## src/rtl/rx_block_buffer_if.sv

```systemverilog
// rx_block_buffer_if: receive-side bus between the UART receiver / AES consumer
// and rx_block_buffer.
//   rx_byte, rx_done       byte strobe from the UART receiver
//   read_en, overflow_clr  consumer pop and sticky-flag clear
//   block_out              FIFO head block (valid while empty=0)
//   empty, full, level     FIFO occupancy
//   overflow, frame_err    sticky drop flag, partial-block timeout pulse
// Modports: master drives the inputs (UART/consumer side), slave is the buffer.
interface rx_block_buffer_if #(
  parameter int unsigned BYTE_W      = 8,
  parameter int unsigned BLOCK_BYTES = 16,
  parameter int unsigned DEPTH       = 4
);
  localparam int unsigned BLK_W = BYTE_W * BLOCK_BYTES;
  localparam int unsigned LVL_W = $clog2(DEPTH + 1);

  logic [BYTE_W-1:0] rx_byte;
  logic              rx_done;
  logic              read_en;
  logic              overflow_clr;
  logic [BLK_W-1:0]  block_out;
  logic              empty;
  logic              full;
  logic [LVL_W-1:0]  level;
  logic              overflow;
  logic              frame_err;

  modport master (
    output rx_byte, rx_done, read_en, overflow_clr,
    input  block_out, empty, full, level, overflow, frame_err
  );

  modport slave (
    input  rx_byte, rx_done, read_en, overflow_clr,
    output block_out, empty, full, level, overflow, frame_err
  );
endinterface

```

## src/rtl/rx_block_buffer.sv

```systemverilog
// rx_block_buffer: packs BLOCK_BYTES received bytes into one block and queues
// completed blocks in a DEPTH-entry first-word-fall-through FIFO.
// Ports:
//   clk    system clock, rising edge
//   reset  asynchronous, active-low reset
//   bus    rx_block_buffer_if.slave (rx_byte/rx_done in, read_en/overflow_clr in,
//          block_out/empty/full/level/overflow/frame_err out)
// Optional feature: define RX_TIMEOUT_EN to discard a partial block after
// TIMEOUT_CYCLES idle cycles (frame_err pulses); otherwise frame_err is 0.
// block_out is the combinational FWFT view of the head RAM entry.
module rx_block_buffer #(
  parameter int unsigned BYTE_W         = 8,
  parameter int unsigned BLOCK_BYTES    = 16,
  parameter int unsigned DEPTH          = 4,
  parameter int unsigned MSB_FIRST      = 1,
  parameter int unsigned TIMEOUT_CYCLES = 100000
) (
  input logic              clk,
  input logic              reset,
  rx_block_buffer_if.slave bus
);
  localparam int unsigned BLK_W = BYTE_W * BLOCK_BYTES;
  localparam int unsigned CNT_W = $clog2(BLOCK_BYTES);
  localparam int unsigned PTR_W = $clog2(DEPTH);
  localparam int unsigned LVL_W = $clog2(DEPTH + 1);
  localparam int unsigned LAST  = BLOCK_BYTES - 1;

  // Reject parameterisations the pointer/counter arithmetic cannot handle.
  if (BLOCK_BYTES < 2 || DEPTH < 2 || (DEPTH & (DEPTH - 1)) != 0 ||
      TIMEOUT_CYCLES < 2) begin : g_param_check
    $error("rx_block_buffer: invalid parameterisation");
  end

  logic [CNT_W-1:0] byte_cnt_q, byte_cnt_d;
  logic [BLK_W-1:0] asm_q, asm_d;
  logic [BLK_W-1:0] mem_q [DEPTH];
  logic [PTR_W:0]   wr_ptr_q, wr_ptr_d;
  logic [PTR_W:0]   rd_ptr_q, rd_ptr_d;
  logic             empty_q, empty_d;
  logic             full_q, full_d;
  logic [LVL_W-1:0] level_q, level_d;
  logic             overflow_q, overflow_d;
  logic             push, pop, do_push, drop;
  logic             timeout;

  // Assembly: drop the incoming byte into its slot of the block.
  always_comb begin
    asm_d = asm_q;
    if (bus.rx_done) begin
      for (int k = 0; k < int'(BLOCK_BYTES); k++) begin
        if (byte_cnt_q == CNT_W'(k)) begin
          if (MSB_FIRST != 0) begin
            asm_d[(int'(BLOCK_BYTES) - 1 - k) * int'(BYTE_W) +: BYTE_W] = bus.rx_byte;
          end else begin
            asm_d[k * int'(BYTE_W) +: BYTE_W] = bus.rx_byte;
          end
        end
      end
    end
  end

  // FIFO control: a push to a full FIFO survives only if the head pops on the same edge.
  always_comb begin
    push       = bus.rx_done && (byte_cnt_q == CNT_W'(LAST));
    pop        = bus.read_en && !empty_q;
    do_push    = push && (!full_q || pop);
    drop       = push && full_q && !pop;

    byte_cnt_d = byte_cnt_q;
    if (bus.rx_done) begin
      byte_cnt_d = push ? '0 : byte_cnt_q + CNT_W'(1);
    end else if (timeout) begin
      byte_cnt_d = '0;
    end

    wr_ptr_d   = wr_ptr_q + {{PTR_W{1'b0}}, do_push};
    rd_ptr_d   = rd_ptr_q + {{PTR_W{1'b0}}, pop};
    empty_d    = (wr_ptr_d == rd_ptr_d);
    full_d     = (wr_ptr_d[PTR_W-1:0] == rd_ptr_d[PTR_W-1:0]) &&
                 (wr_ptr_d[PTR_W] != rd_ptr_d[PTR_W]);
    level_d    = LVL_W'(wr_ptr_d - rd_ptr_d);

    overflow_d = overflow_q;
    if (drop) begin
      overflow_d = 1'b1;
    end else if (bus.overflow_clr) begin
      overflow_d = 1'b0;
    end
  end

  // Assembly, pointer and flag registers.
  always_ff @(posedge clk or negedge reset) begin
    if (!reset) begin
      byte_cnt_q <= '0;
      asm_q      <= '0;
      wr_ptr_q   <= '0;
      rd_ptr_q   <= '0;
      empty_q    <= 1'b1;
      full_q     <= 1'b0;
      level_q    <= '0;
      overflow_q <= 1'b0;
    end else begin
      byte_cnt_q <= byte_cnt_d;
      asm_q      <= asm_d;
      wr_ptr_q   <= wr_ptr_d;
      rd_ptr_q   <= rd_ptr_d;
      empty_q    <= empty_d;
      full_q     <= full_d;
      level_q    <= level_d;
      overflow_q <= overflow_d;
    end
  end

  // Block storage; cleared on reset so block_out reads 0 out of reset.
  always_ff @(posedge clk or negedge reset) begin
    if (!reset) begin
      for (int i = 0; i < int'(DEPTH); i++) begin
        mem_q[i] <= '0;
      end
    end else if (do_push) begin
      mem_q[wr_ptr_q[PTR_W-1:0]] <= asm_d;
    end
  end

`ifdef RX_TIMEOUT_EN
  localparam int unsigned IDLE_W = $clog2(TIMEOUT_CYCLES);

  logic [IDLE_W-1:0] idle_q;
  logic              frame_err_q;

  // A byte arriving on the expiry cycle wins over the timeout.
  assign timeout = !bus.rx_done && (byte_cnt_q != '0) &&
                   (idle_q == IDLE_W'(TIMEOUT_CYCLES - 1));

  // Idle counter runs only while a partial block is held.
  always_ff @(posedge clk or negedge reset) begin
    if (!reset) begin
      idle_q      <= '0;
      frame_err_q <= 1'b0;
    end else begin
      frame_err_q <= timeout;
      if (bus.rx_done || timeout || byte_cnt_q == '0) begin
        idle_q <= '0;
      end else begin
        idle_q <= idle_q + IDLE_W'(1);
      end
    end
  end

  assign bus.frame_err = frame_err_q;
`else
  assign timeout       = 1'b0;
  assign bus.frame_err = 1'b0;
`endif

  assign bus.block_out = mem_q[rd_ptr_q[PTR_W-1:0]];
  assign bus.empty     = empty_q;
  assign bus.full      = full_q;
  assign bus.level     = level_q;
  assign bus.overflow  = overflow_q;
endmodule
```

## src/flat_wrapper.sv

```systemverilog
// flat-port wrapper written by rule: the top's interface ports become plain ports
module rx_block_buffer_flat 
#(
  parameter int unsigned BYTE_W         = 8,
  parameter int unsigned BLOCK_BYTES    = 16,
  parameter int unsigned DEPTH          = 4,
  parameter int unsigned MSB_FIRST      = 1,
  parameter int unsigned TIMEOUT_CYCLES = 100000
)
  (clk, reset, bus_rx_byte, bus_rx_done, bus_read_en, bus_overflow_clr, bus_block_out, bus_empty, bus_full, bus_level, bus_overflow, bus_frame_err);
  rx_block_buffer_if #(.BYTE_W(BYTE_W), .BLOCK_BYTES(BLOCK_BYTES), .DEPTH(DEPTH)) bus_i ();
  input logic clk;
  input logic reset;
  input wire logic [$bits(bus_i.rx_byte)-1:0] bus_rx_byte;
  input wire logic [$bits(bus_i.rx_done)-1:0] bus_rx_done;
  input wire logic [$bits(bus_i.read_en)-1:0] bus_read_en;
  input wire logic [$bits(bus_i.overflow_clr)-1:0] bus_overflow_clr;
  output wire logic [$bits(bus_i.block_out)-1:0] bus_block_out;
  output wire logic [$bits(bus_i.empty)-1:0] bus_empty;
  output wire logic [$bits(bus_i.full)-1:0] bus_full;
  output wire logic [$bits(bus_i.level)-1:0] bus_level;
  output wire logic [$bits(bus_i.overflow)-1:0] bus_overflow;
  output wire logic [$bits(bus_i.frame_err)-1:0] bus_frame_err;
  assign bus_i.rx_byte = bus_rx_byte;
  assign bus_i.rx_done = bus_rx_done;
  assign bus_i.read_en = bus_read_en;
  assign bus_i.overflow_clr = bus_overflow_clr;
  assign bus_block_out = bus_i.block_out;
  assign bus_empty = bus_i.empty;
  assign bus_full = bus_i.full;
  assign bus_level = bus_i.level;
  assign bus_overflow = bus_i.overflow;
  assign bus_frame_err = bus_i.frame_err;
  rx_block_buffer #(.BYTE_W(BYTE_W), .BLOCK_BYTES(BLOCK_BYTES), .DEPTH(DEPTH), .MSB_FIRST(MSB_FIRST), .TIMEOUT_CYCLES(TIMEOUT_CYCLES)) u_core (.clk(clk), .reset(reset), .bus(bus_i));
endmodule
```

## config.mk

```make
export PLATFORM = sky130hd
export DESIGN_NAME = rx_block_buffer_flat
export DESIGN_NICKNAME = d
export VERILOG_FILES = /design/src/rtl/rx_block_buffer_if.sv /design/src/rtl/rx_block_buffer.sv /design/src/flat_wrapper.sv
export SDC_FILE = /design/constraint.sdc
export NUM_CORES = 1
export LEC_CHECK = 0
export CORE_MARGIN = 2
export CORE_UTILIZATION = 55
export DETAILED_ROUTE_END_ITERATION = 8
export GPL_ROUTABILITY_DRIVEN = 0
export MAX_ROUTING_LAYER = met4
export PLACE_DENSITY = 0.74
export REMOVE_ABC_BUFFERS = 1
export SKIP_LAST_GASP = 1
export SLEW_MARGIN = 0
export SYNTH_ARGS = -nofsm -noshare
export SYNTH_HDL_FRONTEND = slang
export SYNTH_SLANG_ARGS = --single-unit
export TNS_END_PERCENT = 50
```

## constraint.sdc

```tcl
create_clock -name clk -period 6.55 [get_ports clk]
set_clock_uncertainty 0.1 [all_clocks]
set_input_delay 1.965 -clock clk [delete_from_list [all_inputs] [get_ports clk]]
set_output_delay 1.965 -clock clk [all_outputs]
set_load 0.02 [all_outputs]
```

Word level (Yosys, flattened, before mapping):

Index checks and enable logic that the tools add are counted.
W data, S select, Z words.

* register bits after elaboration: 656
* bits of input ports: 13
* output and inout bits: 135

* add/sub/neg operators: 4
* magnitude comparators: 3
* equality and inequality tests: 18
* mux-type cells: 26
* bitwise gates (word level): 2
* reduce and logical (&&, ||, !) cells: 13

Operators by type and width (count)
* $bwmux W512: 1
* $mux W128: 4
* $bmux W128 S2: 1
* $demux W128 S2: 1
* $mux W8: 15
* $eq A4 B4 Y1 const B: 8
* $eq A4 B3 Y1 const B: 4
* $mux W16: 1
* $eq A4 B2 Y1 const B: 2
* $logic_and A1 B1 Y1: 7
* $add A3 B1 Y3: 2
* $ge A3 B3 Y1 const B: 2
* $not A2 Y3: 2
* $add A4 B1 Y4 const B: 1
* $eq A4 B1 Y1 const B: 1
* $logic_not A4 Y1: 1
* $mux W4: 1
* $eq A3 B3 Y1: 1
* $logic_not A1 Y1: 3
* $lt A3 B1 Y1 const B: 1
* $sub A3 B3 Y3: 1
* $eq A2 B2 Y1: 1
* $mux W1: 2
* $reduce_bool A2 Y1: 1
* 2 further kinds: 2

Longest topological paths before layout:

Gate-level depths: netlist (run 1).

* depth after elaboration: 7
* gate-level depth with buffers: 10

Worst setup path after synthesis (run 1):

No wires, ideal clock.

* path kind: input port to flip-flop
* start point: input port bus_rx_done
* end point: register u_core.level_q[2] (netlist: u_core.bus.level[2])
* library setup time: 0.126 ns
* arrival time: 3.593 ns
* required time: 6.324 ns
* setup slack: 2.731 ns
* cell stages on the path: 9
* buffers on the path: 1
* path through: nand4_4 clkbuf_1 a21oi_1 ha_1 inv_1 ha_1 inv_1 fa_1 xnor2_1

* word-level cells in the longest chain between the ends: 4

Ends and longest elaborated chain
* start: declaration: RTL line flat_wrapper.sv:15 `input wire logic [$bits(bus_i.rx_done)-1:0] bus_rx_done;`
* $logic_and A1 B1 Y1: RTL line rx_block_buffer.sv:64 `push = bus.rx_done && (byte_cnt_q == CNT_W'(LAST));`
* $logic_and A1 B1 Y1: RTL line rx_block_buffer.sv:66 `do_push = push && (!full_q || pop);`
* $add A3 B1 Y3: RTL line rx_block_buffer.sv:76 `wr_ptr_d = wr_ptr_q + {{PTR_W{1'b0}}, do_push};`
* named net u_core.wr_ptr_d[0]: RTL line rx_block_buffer.sv:37 `logic [PTR_W:0] wr_ptr_q, wr_ptr_d;`
* $sub A3 B3 Y3: RTL line rx_block_buffer.sv:81 `level_d = LVL_W'(wr_ptr_d - rd_ptr_d);`
* named net u_core.level_d[2]: RTL line rx_block_buffer.sv:41 `logic [LVL_W-1:0] level_q, level_d;`
* end signal: assignment: RTL line rx_block_buffer.sv:109 `level_q <= level_d;`
* end: declaration: RTL line rx_block_buffer.sv:41

The timed path passes the listed nets, and every way through them passes these cells.
A chain may end at the register's enable or synchronous reset.

Worst setup path in the final report (run 1):

* start point: register u_core.rd_ptr_q[0]
* end point: output port bus_block_out[58]

* word-level cells in the longest chain between the ends: 4

Ends and longest elaborated chain
* start: declaration: RTL line rx_block_buffer.sv:38 `logic [PTR_W:0] rd_ptr_q, rd_ptr_d;`
* start signal: assignment: RTL line rx_block_buffer.sv:106 `rd_ptr_q <= rd_ptr_d;`
* $not A2 Y3 (not written as such): RTL line rx_block_buffer.sv:156 `assign bus.block_out = mem_q[rd_ptr_q[PTR_W-1:0]];`
* $bmux W128 S2: RTL line rx_block_buffer.sv:156
* $mux W128 (not written as such) (2 in a row): RTL line rx_block_buffer.sv:156
* end: declaration: RTL line flat_wrapper.sv:18 `output wire logic [$bits(bus_i.block_out)-1:0] bus_block_out;`

No other way between the ends. The select of a mux whose other input is x is not followed.

==> results of run 1 <==
-- per-layer routing --
layer,vias up,part of all wire (%),global-route usage [%]
li1,7161,-,-
met2,274,49,38.54
met5,-,0,-
met4,0,2.1,7.180
met3,93,3.4,3.662
met1,8511,46,34.17
-- synth_stat cells, drive strengths merged --
library cell	count
a2111oi	4
a21oi	2
nor2b	1
mux2	160
dfstp	1
nand4	4
o22ai	1
nor2	1
nand2	4
buf	86
mux2i	480
nor4bb	4
nand3	3
o21ai	4
xor2	3
mux4	128
xnor2	2
nand2b	2
clkbuf	26
fa	1
dfrtp	655
inv	490
ha	10
conb	1
nand4b	8
-- layout make-up --
| cell class | instances | area share, % |
|---|---|---|
| tap | 688 | 2.573 |
| clock buffer | 102 | 6.263 |
| sequential | 656 | 49.09 |
| timing repair buffer | 177 | 5.639 |
| clock inverter | 21 | 0.8376 |
| inverter | 490 | 5.497 |
| multi-input combinational | 823 | 30.11 |
-- power by group through the flow --
stage               logic [W]  clock network, W  registers [W]
floorplan             0.00243                 0        0.00569
global placement      0.00366                 0        0.00566
detailed placement    0.00378                 0        0.00571
CTS                   0.00381           0.00413        0.00566
global route          0.00410           0.00430        0.00578
finish                0.00375           0.00406        0.00565
-- placed cells by master, fill, tap and decap left out, drive strengths merged, types with 2 or more instances in the layout --
cell / Yosys / final
a2111oi: 4 / 4
a21oi: 2 / 2
buf: 86 / 32
bufinv: 0 / 6
clkbuf: 26 / 102
clkdlybuf4s50: 0 / 145
clkinv: 0 / 10
dfrtp: 655 / 655
ha: 10 / 10
inv: 490 / 494
mux2: 160 / 160
mux2i: 480 / 480
mux4: 128 / 128
nand2: 4 / 4
nand2b: 2 / 2
nand3: 3 / 3
nand4: 4 / 4
nand4b: 8 / 8
nor4bb: 4 / 4
o21ai: 4 / 4
xnor2: 2 / 2
xor2: 3 / 3
-- kinds of logic (layout without fill, tap and decap cells) --
logic type	after synthesis	count (layout)	synth area share (%)
simple gates	27	27	0.6989
flops	656	656	56.61
xor+xnor	5	5	0.1510
compound gates	11	11	0.5048
buf+inv	602	790	8.805
other cells	1	1	0.01293
mux	768	768	32.72
fa+ha+maj	11	11	0.5005
-- metrics by stage --
stage / util (%) / area, sq um / setup TNS (ns) / cells / hold WS (ns)
6_report: 63.93 / 33460 / 0 / 2957 / 0.3699
3_3_place_gp: 59.39 / 31080 / 0 / 2834 / 0.3583
5_1_grt: 63.93 / 33460 / 0 / 2957 / 0.3801
2_1_floorplan: - / 28290 / -1232.32 / 1969 / 0.3454
4_1_cts: 63.93 / 33460 / 0 / 2957 / 0.3734
3_5_place_dp: 59.39 / 31080 / 0 / 2834 / 0.3597
-- final timing paths --
| check | end | slack [ns] | depth (start not counted) |
|---|---|---|---|
| max | bus_block_out[58] | 1.12 | 3 |
| max reg2reg | u_core.mem_q[368] | 3.17 | 5 |
| min in group asynchronous | u_core.mem_q[38] | 1.30 | 1 |
| max in group asynchronous | u_core.mem_q[333] | 3.73 | 2 |
| min reg2reg | u_core.rd_ptr_q[2] | 0.37 | 1 |
| min | u_core.rd_ptr_q[2] | 0.37 | 1 |
-- registers in the layout (all words and copies together) (netlist names) --
register and count:
u_core.asm_q 128, u_core.rd_ptr_q 3, u_core.bus.overflow 1, u_core.bus.full 1, u_core.bus.level 3, u_core.wr_ptr_q 3
u_core.bus.empty 1, u_core.byte_cnt_q 4, u_core.mem_q 512
-- worst max-delay path, delay by kind of cell (launching register included) --
kind	cells	cell delay [ns]
mux	1	0.64
flops	1	1.10
buf+inv	2	0.98
==> impl_metrics.py, run 1 <==
metrics = {
    "run_status": {
        "run_status": "finished, final reports clean",
    },
    "grt": {
        "global_route.usage.total_pct": 24.73,
        "grt_max_degree": 125,
        "globalRoute.totalOverflow": 0,
        "initial_antenna_violation_count": 0,
        "first_global_vias": 17500,
        "grt_pass1_wl_mm": 99.76,
    },
    "route": {
        "ant_nets": 0,
        "wire_per_inst_microns": 21.23,
        "post-route-drc-count": 0,
        "wl_mm": 62.77,
        "viasPerCell": 5.424,
        "detail_route.first_pass.iterations": 5,
        "detailedRoute.firstIterationViolations": 1167,
        "vias": 16040,
    },
    "yosys": {
        "ys_seq_area_share_pct": 56.61,
        "synth_cells": 2081,
        "synth_area_sq_mm": 0.02900,
        "synth_largest_area_cell": "dfrtp_1",
        "syn_avg_cell_area_sq_um": 13.94,
        "ys_seq_elements": 656,
        "synth_cell_types": 30,
        "synth_top_cell_area_share_pct": 56.52,
        "synth.area.top_cells": "dfrtp_1, mux2i_1, mux4_2, inv_1, mux2_2",
        "count_of_synthesis_stage_warnings_from_yosys": 0,
    },
    "cells_and_area": {
        "multi_input_comb_area_sq_mm": 0.01007,
        "area_growth_syn_to_layout_pct": 15.38,
        "regArea_sq_mm": 0.01642,
        "total_nets_final": 2242,
        "antenna_cells_inserted": 0,
        "fill_cell_instance_count_of_the_final_layout": 3808,
        "drive_gt1_share_pct": 18.86,
    },
    "timing": {
        "hold_viol_final": 0,
        "fin_ws_ns": 1.120,
        "timing.final.crit_period_ns": 5.430,
        "final-max-slew-violation-count": 0,
        "fin_crit_sh_pct": 82.90,
        "grt_setup_unrepaired": "false",
        "tightest_slew_ns": 1.023,
        "fmax_ghz": 0.1842,
        "worst_slew_margin_rel_pct": 31.83,
        "final-setup-viol-count": 0,
    },
    "floorplanning": {
        "floorplan.die.height_microns": 233.6,
        "floorplan.die_area_sq_mm": 0.05458,
        "initial_core_util_pct": 55.41,
        "placement_rows": 84,
        "num_io_pins": 148,
        "chipWidth_microns": 233.6,
        "floorplan.core_area_sq_mm": 0.05234,
    },
    "clocking": {
        "cts_tree": "yes",
        "post_cts.resized_instances": 0,
        "hold_buffers": 0,
        "clock-sinks": 656,
        "cts.path.max_buffers": 3,
        "clk_latency_worst_skew_pair_ns": 0.60,
        "number_of_clock_buffers_inserted_by_tritoncts": 70,
        "cts.htree.levels": 3,
        "cts.repair_timing.setup_buffer_count": 0,
        "cts_root_buffer": "clkbuf_16",
        "worst_setup_hold_path_clk_slew_ns": 0.05,
    },
    "worst_setup_path": {
        "cp_slowest_stage_delay_ns": 1.10,
        "startpoint_type": "flip-flop",
        "worst-endpoint-arrival_ns": 3.37,
        "critical_path.max_fanout": 44,
        "critical_path.slowest_cell": "dfrtp_4",
        "required_time_reported_for_the_critical_path_endpoint_ns": 4.49,
        "crit_chain": "buf_12 > mux4_2 > clkdlybuf4s50_1",
        "worstSetupEndpointType": "primary output",
        "cp-startpoint": "u_core.rd_ptr_q[0]",
        "rr_startpoint": "u_core.byte_cnt_q[2]",
        "critical_path_class": "flip-flop to primary output",
    },
    "flow_run": {
        "timing.max_cap.violations": 0,
    },
    "power": {
        "ir_worst_vdd_mv": 0.2550,
        "power.share.sequential_pct": 42.0,
        "power.static_leakage_nw": 16.24,
        "total_power_per_unit_cell_area_mw_per_mm2": 402.3,
        "p_clk_share_pct": 30.2,
        "power.switching_fraction_pct": 31.59,
        "power.combinational.fraction_pct": 27.9,
        "power.net_switching_w": 0.004252,
        "p_int_w": 0.009210,
        "totalPowerFinal_w": 0.01346,
    },
    "hold_path": {
        "min-delay-start": "u_core.rd_ptr_q[2]",
        "worstHoldPathType": "flip-flop to flip-flop",
    },
    "placed_design": {
        "port_buffers": 146,
        "pre_cts_ws_ns": 1.354,
        "post_detail_place_hpwl_mm": 36.07,
    },
}
Power figures use the tool's default switching activity.
==> inputs of run 2 (changes only) <==
==> constraint.sdc (replaced) <==
create_clock -name clk -period 5.63 [get_ports clk]
set_clock_uncertainty 0.1 [all_clocks]
set_input_delay 1.689 -clock clk [delete_from_list [all_inputs] [get_ports clk]]
set_output_delay 1.689 -clock clk [all_outputs]
set_load 0.02 [all_outputs]
==> run 2 against run 1 <==
- via count rose by 0.65%
- clock power rose by 16%
- combinational power rose by 20%
- wire length rose by 0.55%
- cell count rose by 0.24%
- register-to-register slack got worse by 0.79 ns
- worst setup slack got worse by 0.22 ns
- flip-flop and latch count did not move
- utilization rose by 0.14 points
- sequential share of layout area fell by 0.10 points
==> impl_metrics.py, run 2 (synthesis results as in run 1) <==
metrics = {
    "route": {
        "ant_nets": 0,
        "wl_mm": 63.11,
        "post-route-drc-count": 0,
        "detail_route.first_pass.iterations": 5,
        "viasPerCell": 5.446,
        "vias": 16140,
        "detailedRoute.firstIterationViolations": 1000,
        "wire_per_inst_microns": 21.29,
    },
    "power": {
        "power.switching_fraction_pct": 31.39,
        "totalPowerFinal_w": 0.01567,
        "p_int_w": 0.01075,
        "power.static_leakage_nw": 16.28,
        "ir_worst_vdd_mv": 0.4532,
        "power.net_switching_w": 0.004919,
        "power.share.sequential_pct": 41.3,
        "p_clk_share_pct": 30.1,
        "total_power_per_unit_cell_area_mw_per_mm2": 467.3,
        "power.combinational.fraction_pct": 28.7,
    },
    "timing": {
        "grt_setup_unrepaired": "false",
        "finalHoldWorstSlack_ns": 0.3824,
        "fin_crit_sh_pct": 84.04,
        "final-max-slew-violation-count": 0,
        "worst_slew_margin_rel_pct": 19.22,
        "final-setup-viol-count": 0,
        "hold_viol_final": 0,
        "timing.final.crit_period_ns": 4.731,
        "tightest_slew_ns": 1.208,
        "fin_ws_ns": 0.8987,
        "fmax_ghz": 0.2114,
    },
    "cells_and_area": {
        "largest_reg_flops": 512,
        "drive_gt1_share_pct": 19.16,
        "finish.instance_area_sq_mm": 0.03353,
        "area_growth_syn_to_layout_pct": 15.62,
        "regArea_sq_mm": 0.01642,
        "multi_input_comb_area_sq_mm": 0.01007,
        "layout_commonest_cell": "dfrtp_1",
        "fill_cell_instance_count_of_the_final_layout": 3860,
        "layout.cells.most_common_list": "dfrtp_1, inv_1, mux2i_1, mux2_2, clkdlybuf4s50_1",
        "largest_register_by_flop_count": "u_core.mem_q",
        "biggestRegsByFlops": "u_core.mem_q x512, u_core.asm_q x128, u_core.byte_cnt_q x4",
        "total_nets_final": 2251,
    },
    "clocking": {
        "hold_buffers": 0,
        "clk_latency_worst_skew_pair_ns": 0.59,
        "cts_root_buffer": "clkbuf_16",
        "clock-sinks": 656,
        "cts.repair_timing.setup_buffer_count": 0,
        "cts_tree": "yes",
        "cts.htree.levels": 3,
        "worst_setup_hold_path_clk_slew_ns": 0.06,
        "number_of_clock_buffers_inserted_by_tritoncts": 68,
        "post_cts.resized_instances": 0,
        "cts.path.max_buffers": 3,
    },
    "worst_setup_path": {
        "startpoint_type": "flip-flop",
        "critical_path_class": "flip-flop to primary output",
        "worst-endpoint-arrival_ns": 2.94,
        "rr_worst_depth": 5,
        "worstSetupEndpointType": "primary output",
        "required_time_reported_for_the_critical_path_endpoint_ns": 3.84,
        "critical_path.max_fanout": 64,
    },
    "flow_run": {
        "timing.max_cap.violations": 0,
    },
    "grt": {
        "initial_antenna_violation_count": 0,
        "first_global_vias": 17780,
        "grt_pass1_wl_mm": 100.6,
        "global_route.usage.total_pct": 24.88,
        "globalRoute.totalOverflow": 0,
        "grt_max_degree": 121,
    },
    "placed_design": {
        "port_buffers": 146,
        "post_detail_place_hpwl_mm": 37.56,
        "pre_cts_ws_ns": 1.134,
        "placedInstanceArea_sq_mm": 0.03118,
    },
    "run_status": {
        "run_status": "finished, final reports clean",
    },
    "floorplanning": {
        "floorplan.core_area_sq_mm": 0.05234,
        "floorplan.die_area_sq_mm": 0.05458,
        "floorplan.die.height_microns": 233.6,
        "placement_rows": 84,
        "num_io_pins": 148,
        "chipWidth_microns": 233.6,
        "initial_core_util_pct": 55.41,
    },
    "hold_path": {
        "hold_depth": 1,
        "worstHoldPathType": "flip-flop to flip-flop",
    },
}
## run 2: cell count changes in the layout (fill, tap and decap cells not counted)
| cell | delta |
|---|---|
| clkbuf_8 | -3 |
| buf_12 | +1 |
| clkinv_2 | +2 |
| buf_4 | +10 |
| inv_6 | -2 |
| clkinv_4 | -2 |
| clkinvlp_4 | +1 |
| clkbuf_16 | -2 |
| clkbuf_1 | -2 |
| bufinv_16 | +3 |
| diode_2 | +1 |
## run 2: metal layers
metal | share of wire [%] | global-route usage (%) | vias to the layer above
met5 | 0 | - | -
met4 | 2.9 | 7.753 | 0
met1 | 44 | 33.58 | 8566
li1 | - | - | 7149
met3 | 3.8 | 3.906 | 123
met2 | 49 | 39.24 | 305
## run 2: cell type report
type                    instances  area share (%)
well taps                     688           2.567
multi-input cells             823           30.04
inverters                     490           5.485
diodes                          1        0.007463
flip-flops and latches        656           48.98
clock buffers                  95           5.955
repair buffers                188           5.910
clock inverters                23           1.052
## run 2: path summary, 6_finish.rpt
path / start / end / slack, ns
max reg2reg: u_core.byte_cnt_q[2] / u_core.mem_q[76] / 2.38
max in group asynchronous: reset / u_core.mem_q[82] / 3.17
max: u_core.rd_ptr_q[1] / bus_block_out[58] / 0.90
min reg2reg: u_core.mem_q[31] / u_core.mem_q[31] / 0.38
min: u_core.mem_q[31] / u_core.mem_q[31] / 0.38
min in group asynchronous: reset / u_core.mem_q[38] / 1.10
## run 2: metrics by stage
step           setup TNS, ns  util (%)  std cells
4_1_cts                    0     64.06       2963
6_report                   0     64.07       2964
2_1_floorplan       -1648.19         -       1969
5_1_grt                    0     64.06       2963
3_5_place_dp               0     59.57       2845
3_3_place_gp               0     59.57       2845
## run 2: worst max-delay path: stages (launching register included)
cell,delay (ns)
dfrtp_4,0.82
buf_12,0.44
mux4_2,0.46
clkdlybuf4s50_1,0.58
## run 2: power groups by stage
stage,registers [W],clock network [W],logic [W]
after floorplan,0.00662,0,0.00283
after global placement,0.00646,0,0.00438
after detailed placement,0.00653,0,0.00454
after CTS,0.00646,0.00479,0.00457
after global routing,0.00659,0.00499,0.00492
final,0.00647,0.00471,0.00449
